==> config.mk <==
export PLATFORM = sky130hd
export DESIGN_NAME = reg_file
export DESIGN_NICKNAME = d
export VERILOG_FILES = /design/src/rtl/reg_file.sv
export SDC_FILE = /design/constraint.sdc
export NUM_CORES = 2
export LEC_CHECK = 0
export ABC_AREA = 0
export CORE_AREA = 2 2 448 450
export CTS_CLUSTER_DIAMETER = 120
export DETAILED_ROUTE_END_ITERATION = 7
export DIE_AREA = 0 0 450 452
export GPL_TIMING_DRIVEN = 0
export PLACE_DENSITY = 0.71
export SYNTH_ARGS = -nofsm -noshare
export SYNTH_HDL_FRONTEND = slang
export SYNTH_SLANG_ARGS = --single-unit
==> constraint.sdc <==
create_clock -name clk -period 6 [get_ports clk]
set_clock_uncertainty 0.1 [all_clocks]
set_input_delay 1.2 -clock clk [delete_from_list [all_inputs] [get_ports clk]]
set_output_delay 1.2 -clock clk [all_outputs]
set_load 0.02 [all_outputs]
==> src/rtl/reg_file.sv <==
// reg_file: 32 x 64-bit general-purpose register file for the single-cycle
// datapath. Two independent combinational read ports, one synchronous write
// port, a hardwired-zero register and a same-cycle write-to-read bypass so
// that decode sees the value being written back in the same cycle.
module reg_file #(
  parameter int DATA_WIDTH = 64,
  parameter int ADDR_WIDTH = 5,
  parameter int ZERO_REG   = 31
) (
  input  logic                  clk,
  input  logic                  rst_n,
  input  logic [ADDR_WIDTH-1:0] read_reg1,
  input  logic [ADDR_WIDTH-1:0] read_reg2,
  input  logic [ADDR_WIDTH-1:0] write_reg,
  input  logic [DATA_WIDTH-1:0] write_data,
  input  logic                  reg_write,
  output logic [DATA_WIDTH-1:0] read_data1,
  output logic [DATA_WIDTH-1:0] read_data2
);

  localparam int                    NUM_REGS = 1 << ADDR_WIDTH;
  localparam logic [ADDR_WIDTH-1:0] ZERO_IDX = ADDR_WIDTH'(ZERO_REG);

  logic [DATA_WIDTH-1:0] regs [NUM_REGS];

  // A write is live only out of reset; this also gates the bypass so reads
  // stay at zero while reset is held, even if reg_write is asserted.
  logic write_live;
  assign write_live = reg_write && rst_n;

  // Storage: async clear of every entry, otherwise capture the write-back
  // value on the rising edge; writes to the zero register are dropped.
  always_ff @(posedge clk or negedge rst_n) begin
    if (!rst_n) begin
      for (int i = 0; i < NUM_REGS; i++) begin
        regs[i] <= '0;
      end
    end else if (reg_write && (write_reg != ZERO_IDX)) begin
      regs[write_reg] <= write_data;
    end
  end

  // Port 1 read: zero register first, then bypass of the in-flight write,
  // then the stored entry.
  always_comb begin
    read_data1 = regs[read_reg1];
    if (read_reg1 == ZERO_IDX) begin
      read_data1 = '0;
    end else if (write_live && (write_reg == read_reg1)) begin
      read_data1 = write_data;
    end
  end

  // Port 2 read: same priority as port 1, fully independent of it.
  always_comb begin
    read_data2 = regs[read_reg2];
    if (read_reg2 == ZERO_IDX) begin
      read_data2 = '0;
    end else if (write_live && (write_reg == read_reg2)) begin
      read_data2 = write_data;
    end
  end

endmodule

==> After elaboration in Yosys (flattened, before gate mapping) <==
Index checks and enable logic that the tools add are counted.
{ "word_totals": {"reg_bits": 2048, "romBits": 0, "output_inout_bits": 128, "n_memories": 0, "latch_bits": 0, "ram_bits": 0} }
{ "classes": {"shifts": 0, "reduce_logical": 5, "n_mul": 0, "eq_ne": 5, "order_cmp": 4, "mux": 13, "addsub": 0, "bitwise_logic": 3, "n_div": 0} }
{ "op_table": {"columns": ["cell", "n"], "rows": [
  ["2048-bit bitwise mux", 1],
  ["64-bit binary-select mux with 5-bit select", 2],
  ["64-bit 2-to-1 mux", 9],
  ["64-bit demux with 5-bit select", 1],
  ["6-bit greater-or-equal comparator (second input constant)", 3],
  ["5-bit NOT with 6-bit output", 3],
  ["5-bit == test", 2],
  ["5-bit == test (second input constant)", 2],
  ["6-bit by 1-bit < comparator with 1-bit output (second input constant)", 1],
  ["1-bit logical AND", 5],
  ["5-bit != test (second input constant)", 1]
]} }

==> Longest topological paths before layout <==
{ "logic_depth": {"ltp_word": 6, "ltp_mapped": 10, "ltp_nobuf": 5} }

==> Worst setup path after synthesis <==
No wires, ideal clock.
{ "synth_timing": {"kind": "input -> output", "startpoint": "input read_reg1[0]", "endpoint": "output read_data1[11]", "t_arrival_ns": 3.002, "t_required_ns": 4.700, "path_buffers": 3, "cell_stages": 6, "setup_slack_ns": 1.698, "cell_sequence": "buf_2 > buf_2 > buf_2 > mux4_2 > a2111oi_0 > o21ai_0"} }
{ "synth_via": {"elab_chain_cells": 6} }
{ "synth_rtl": {"columns": ["item", "line_no", "text"], "rows": [
  ["from (decl)", "12", "input logic [ADDR_WIDTH-1:0] read_reg1,"],
  ["5-bit NOT with 6-bit output (not written as such)", "46", "read_data1 = regs[read_reg1];"],
  ["64-bit binary-select mux with 5-bit select", "46", null],
  ["64-bit 2-to-1 mux (not written as such) (2 in a row)", "46", null],
  ["64-bit 2-to-1 mux", "49", "end else if (write_live && (write_reg == read_reg1)) begin"],
  ["64-bit 2-to-1 mux *", "47", "if (read_reg1 == ZERO_IDX) begin"],
  ["to (decl)", "17", "output logic [DATA_WIDTH-1:0] read_data1,"]
]} }
Mark *: on every way between the ends. The rest lies on a longest branch, timed or not. The select of a mux whose other input is x is not followed.

==> Worst setup path in the final report <==
{ "layout_timing": {"startpoint": "input read_reg2[1]", "endpoint": "output read_data2[11]"} }
{ "layout_via": {"elab_chain_cells": 6} }
{ "layout_rtl": {"columns": ["item", "line_no", "text"], "rows": [
  ["from (decl)", "13", "input logic [ADDR_WIDTH-1:0] read_reg2,"],
  ["5-bit NOT with 6-bit output (not written as such)", "56", "read_data2 = regs[read_reg2];"],
  ["64-bit binary-select mux with 5-bit select", "56", null],
  ["64-bit 2-to-1 mux (not written as such) (2 in a row)", "56", null],
  ["64-bit 2-to-1 mux", "59", "end else if (write_live && (write_reg == read_reg2)) begin"],
  ["64-bit 2-to-1 mux *", "57", "if (read_reg2 == ZERO_IDX) begin"],
  ["to (decl)", "18", "output logic [DATA_WIDTH-1:0] read_data2"]
]} }
Marks and branches as above.

==> impl_table.tex <==
\begin{tabular}{lr}
\hline
Metric & Value \\
\hline
\multicolumn{2}{l}{\textbf{Finish}} \\
Final-layout fill cell count & 15.1k \\
Largest registers & regs x2048 \\
Largest register by flop count & regs \\
Multi-input gate area in the final layout & 53700 µm² \\
Total number of nets in the final design & 7916 \\
Storage cell area & 51200 µm² \\
Area added between synthesis and finish & 13.3\% \\
Number of flip-flops under the largest register name & $\sim$2k \\
Core occupancy in the finished layout & about 62\% \\
Ratio of cells with drive above 1 in the final layout & between 40 and 50\% \\
\multicolumn{2}{l}{\textbf{Timing}} \\
Setup Viol. Count Final & around 110 \\
Tcrit/Tclk final & 104\% \\
Setup TNS & -8.73 ns \\
Final hold viol count & 0 \\
Tightest Pin Transition & 1.77 ns \\
RSZ-0062 raised after global routing & yes \\
Worst max-slew margin expressed relative to the limit & -18.6\% \\
Maximum clock frequency & 160 MHz \\
Max Transition Viols Final & 171 \\
Shortest period the worst path allows & about 6.2 ns \\
Post-route worst setup slack & -0.239 ns \\
\multicolumn{2}{l}{\textbf{GRT}} \\
Maximum number of pins on one net before global-route repair & 184 \\
Total congestion overflow & 0 \\
Global-route wire length before repair & 661000 µm \\
Total GRT Usage & 47.9\% \\
Via count of the first global-routing pass & 80.8k \\
Number of antenna violations at the first check in global routing & 49 \\
\multicolumn{2}{l}{\textbf{CTS}} \\
Insertion delay of the later-clocked pin in the worst-skew pair & 0.92 ns \\
Hold buffer count at CTS & 0 \\
Clk slew on worst S/H paths & 0.06 ns \\
Number of sinks on the clock net & between 2k and 2.5k \\
Root buf cell & sky130\_fd\_sc\_hd\_\_clkbuf\_16 \\
H-tree depth & 4 \\
CTS tree & done \\
Number of buffers created by CTS & 219 \\
Clock Path Buffers & 3 \\
\multicolumn{2}{l}{\textbf{Setup path}} \\
Type of element launching the critical path & input port \\
Data required time of the worst path & 4.70 ns \\
Crit path capture type & output pin \\
Category of the most critical setup path & in2out \\
Data arrival at the endpoint of the critical path & about 4.9 ns \\
Critical path peak fanout & 10 \\
\multicolumn{2}{l}{\textbf{Placed design}} \\
Placer congestion estimate & between 1 and 1.5 \\
Number of buffers added on ports & 197 \\
Total half-perimeter wirelength after legalization and detailed placement & 323000 µm \\
\multicolumn{2}{l}{\textbf{Die}} \\
Cell Rows & $\sim$160 \\
Die ar. & approximately 200000 µm² \\
I/O pin total & 210 \\
Chip width & 450 µm \\
Initial core utilization & 54.7\% \\
CORE AREA & a little under 200000 µm² \\
Vertical die dimension & 452 µm \\
\multicolumn{2}{l}{\textbf{Route}} \\
DRC marker count from the first detailed-route iteration & 13.6k \\
Routed via count divided by cell count & approximately 7.7 \\
Detailed-router iteration count before antenna repair & 7 \\
\# DRC & 0 \\
Mean routed wirelength per cell & about 46 µm \\
Sum of routed wire length over all layers & about 500000 µm \\
Total number of vias & 83.0k \\
Number of routed nets with antenna violations & 0 \\
\multicolumn{2}{l}{\textbf{Synth}} \\
Synth Flop Type & sky130\_fd\_sc\_hd\_\_dfrtp\_1 \\
Count of unique library cells instantiated by Yosys & 46 \\
Count of flip-flops with a built-in enable after synthesis & 0 \\
Sequential area share after synthesis & 47.2\% \\
Synthesis-stage register bit count & a little over 2k \\
FFs w/ async S/R, synth & 100\% \\
Mapped Nets & 7459 \\
Number of instances in the synthesized netlist & 7377 \\
Mean instance size in the synthesized netlist & 14.7 µm² \\
Synthesis Warnings & 0 \\
Netlist area before placement & 109000 µm² \\
\multicolumn{2}{l}{\textbf{Outcome}} \\
Result of the run & finished, violations left \\
Failing checks & max-capacitance violations, max-slew violations, negative setup slack \\
\multicolumn{2}{l}{\textbf{Power}} \\
Pwr per Cell Area & 341 nW/µm² \\
Standby leakage power & 0.0540 µW \\
Peak ir drop on the vdd network & 0.000376 V \\
\multicolumn{2}{l}{\textbf{Worst hold path}} \\
Tightest Hold Check Type & in2async \\
\multicolumn{2}{l}{\textbf{Flow run}} \\
Max-cap viol count & 17 \\
\hline
\end{tabular}
-- metrics by stage --
stage	hold WS [ns]	power, µW	std cells	cell area (µm²)	worst slack, ns
after global routing	0.0787	42900	10700	123000	-0.0215
after CTS	0.151	41400	10700	123000	0.000975
after detailed placement	0.367	27400	10300	115000	-1.22
after floorplan	0.345	24100	7377	109000	1.70
after global placement	0.357	27000	10200	114000	-88.92
final	0.0568	42000	10800	123000	-0.239
-- timing repair --
action	in CTS	in global routing
resized for setup	180	85
buffers inserted	5	0
pin swaps	3	0
endpoints found under the setup margin	128	96
cloned	3	1
-- layout by cell type (no fill, tap or decap), types with 70 or more instances in the layout --
| cell type | synthesis | layout |
|---|---|---|
| sky130_fd_sc_hd__a21oi_1 | 115 | 115 |
| sky130_fd_sc_hd__o221ai_1 | 81 | 81 |
| sky130_fd_sc_hd__mux4_2 | 801 | 801 |
| sky130_fd_sc_hd__o21ai_0 | 87 | 82 |
| sky130_fd_sc_hd__o22ai_1 | 157 | 157 |
| sky130_fd_sc_hd__diode_2 | 0 | 82 |
| sky130_fd_sc_hd__clkdlybuf4s50_1 | 0 | 190 |
| sky130_fd_sc_hd__mux2_2 | 1914 | 1914 |
| sky130_fd_sc_hd__mux2i_1 | 617 | 617 |
| sky130_fd_sc_hd__mux2_1 | 70 | 70 |
| sky130_fd_sc_hd__clkbuf_1 | 559 | 457 |
| sky130_fd_sc_hd__clkbuf_16 | 0 | 225 |
| sky130_fd_sc_hd__clkbuf_2 | 0 | 126 |
| sky130_fd_sc_hd__buf_2 | 237 | 231 |
| sky130_fd_sc_hd__dfrtp_1 | 2048 | 2048 |
| sky130_fd_sc_hd__a22oi_1 | 161 | 161 |
| sky130_fd_sc_hd__nand2_1 | 101 | 100 |
-- final cells by class --
cell class                 count  share of cell area, %
timing repair buffer         240                   2.39
buffer                       863                   3.41
sequential                  2048                   41.7
antenna                       82                  0.167
multi-input combinational   4462                   43.7
clock buffer                 346                   5.46
tap                         2656                   2.70
clock inverter                53                  0.556
-- critical path, stage by stage --
cell and delay (ns):
sky130_fd_sc_hd__buf_2 0.40, sky130_fd_sc_hd__buf_2 0.58, sky130_fd_sc_hd__clkdlybuf4s15_2 0.74, sky130_fd_sc_hd__mux4_2 0.34, sky130_fd_sc_hd__mux2i_1 0.07, sky130_fd_sc_hd__o21ai_0 0.52
sky130_fd_sc_hd__a32o_1 0.39, sky130_fd_sc_hd__clkdlybuf4s50_1 0.64
-- Yosys cell counts (2+ instances only) --
cell | number | area [µm²]
sky130_fd_sc_hd__dfrtp_1 | 2048 | 51200
sky130_fd_sc_hd__mux2_2 | 1914 | 21600
sky130_fd_sc_hd__mux4_2 | 801 | 18000
sky130_fd_sc_hd__mux2i_1 | 617 | 6180
sky130_fd_sc_hd__clkbuf_1 | 559 | 2100
sky130_fd_sc_hd__buf_2 | 237 | 1190
sky130_fd_sc_hd__a22oi_1 | 161 | 1210
sky130_fd_sc_hd__o22ai_1 | 157 | 982
sky130_fd_sc_hd__a21oi_1 | 115 | 576
sky130_fd_sc_hd__nand2_1 | 101 | 379
sky130_fd_sc_hd__o21ai_0 | 87 | 435
sky130_fd_sc_hd__o221ai_1 | 81 | 709
sky130_fd_sc_hd__mux2_1 | 70 | 788
sky130_fd_sc_hd__a32o_1 | 62 | 621
sky130_fd_sc_hd__a211oi_1 | 61 | 458
sky130_fd_sc_hd__a22o_1 | 52 | 455
sky130_fd_sc_hd__nor3_1 | 50 | 250
sky130_fd_sc_hd__nor2_1 | 31 | 116
sky130_fd_sc_hd__buf_4 | 30 | 225
sky130_fd_sc_hd__buf_1 | 28 | 105
sky130_fd_sc_hd__a2111oi_0 | 17 | 149
sky130_fd_sc_hd__a211o_1 | 16 | 140
sky130_fd_sc_hd__buf_6 | 13 | 146
sky130_fd_sc_hd__nand3b_1 | 9 | 67.6
sky130_fd_sc_hd__nor2b_1 | 7 | 43.8
sky130_fd_sc_hd__o21ai_1 | 7 | 35.0
sky130_fd_sc_hd__nand3_1 | 6 | 30.0
sky130_fd_sc_hd__xnor2_1 | 6 | 52.6
sky130_fd_sc_hd__nor2_2 | 4 | 25.0
sky130_fd_sc_hd__nor2_4 | 4 | 45.0
sky130_fd_sc_hd__nor3b_1 | 4 | 30.0
sky130_fd_sc_hd__xor2_1 | 4 | 35.0
sky130_fd_sc_hd__a31oi_1 | 3 | 18.8
sky130_fd_sc_hd__nand2b_1 | 2 | 12.5
sky130_fd_sc_hd__or2_2 | 2 | 12.5
-- power breakdown --
group	leakage (µW)	switching (µW)	internal, µW
registers	0.0263	2020	16400
clock network	0.00366	6110	8160
logic	0.0240	4340	4910
total	0.0540	12500	29500
-- per-layer routing --
metal  routed length (µm)  vias to the layer above  global-route usage (%)
met5                  793                        -                    2.26
met4                50100                       39                    39.4
met2               198000                     7797                    63.5
met1               163000                    43100                    56.4
met3                79700                     2449                    26.3
li1                     -                    29600                       -
-- kinds of logic after synthesis --
kind of cell | share of synthesized area [%]
xor+xnor | 0.0807
buf+inv | 3.46
flops | 47.2
simple gates | 1.02
mux | 42.9
compound gates | 5.35
-- path summary, 6_finish.rpt --
check | startpoint | to | slack (ns) | cells past startpoint
hold / removal | rst_n | regs[1537] | 0.06 | 1
max in group asynchronous | rst_n | regs[163] | 3.01 | 4
setup / recovery | read_reg2[1] | read_data2[11] | -0.24 | 8
hold reg to reg | regs[40] | regs[40] | 0.38 | 1
setup reg to reg | regs[251] | regs[251] | 5.02 | 1
min in group clk | regs[40] | regs[40] | 0.38 | 1
Note: power is estimated with default switching activity, not from simulation.
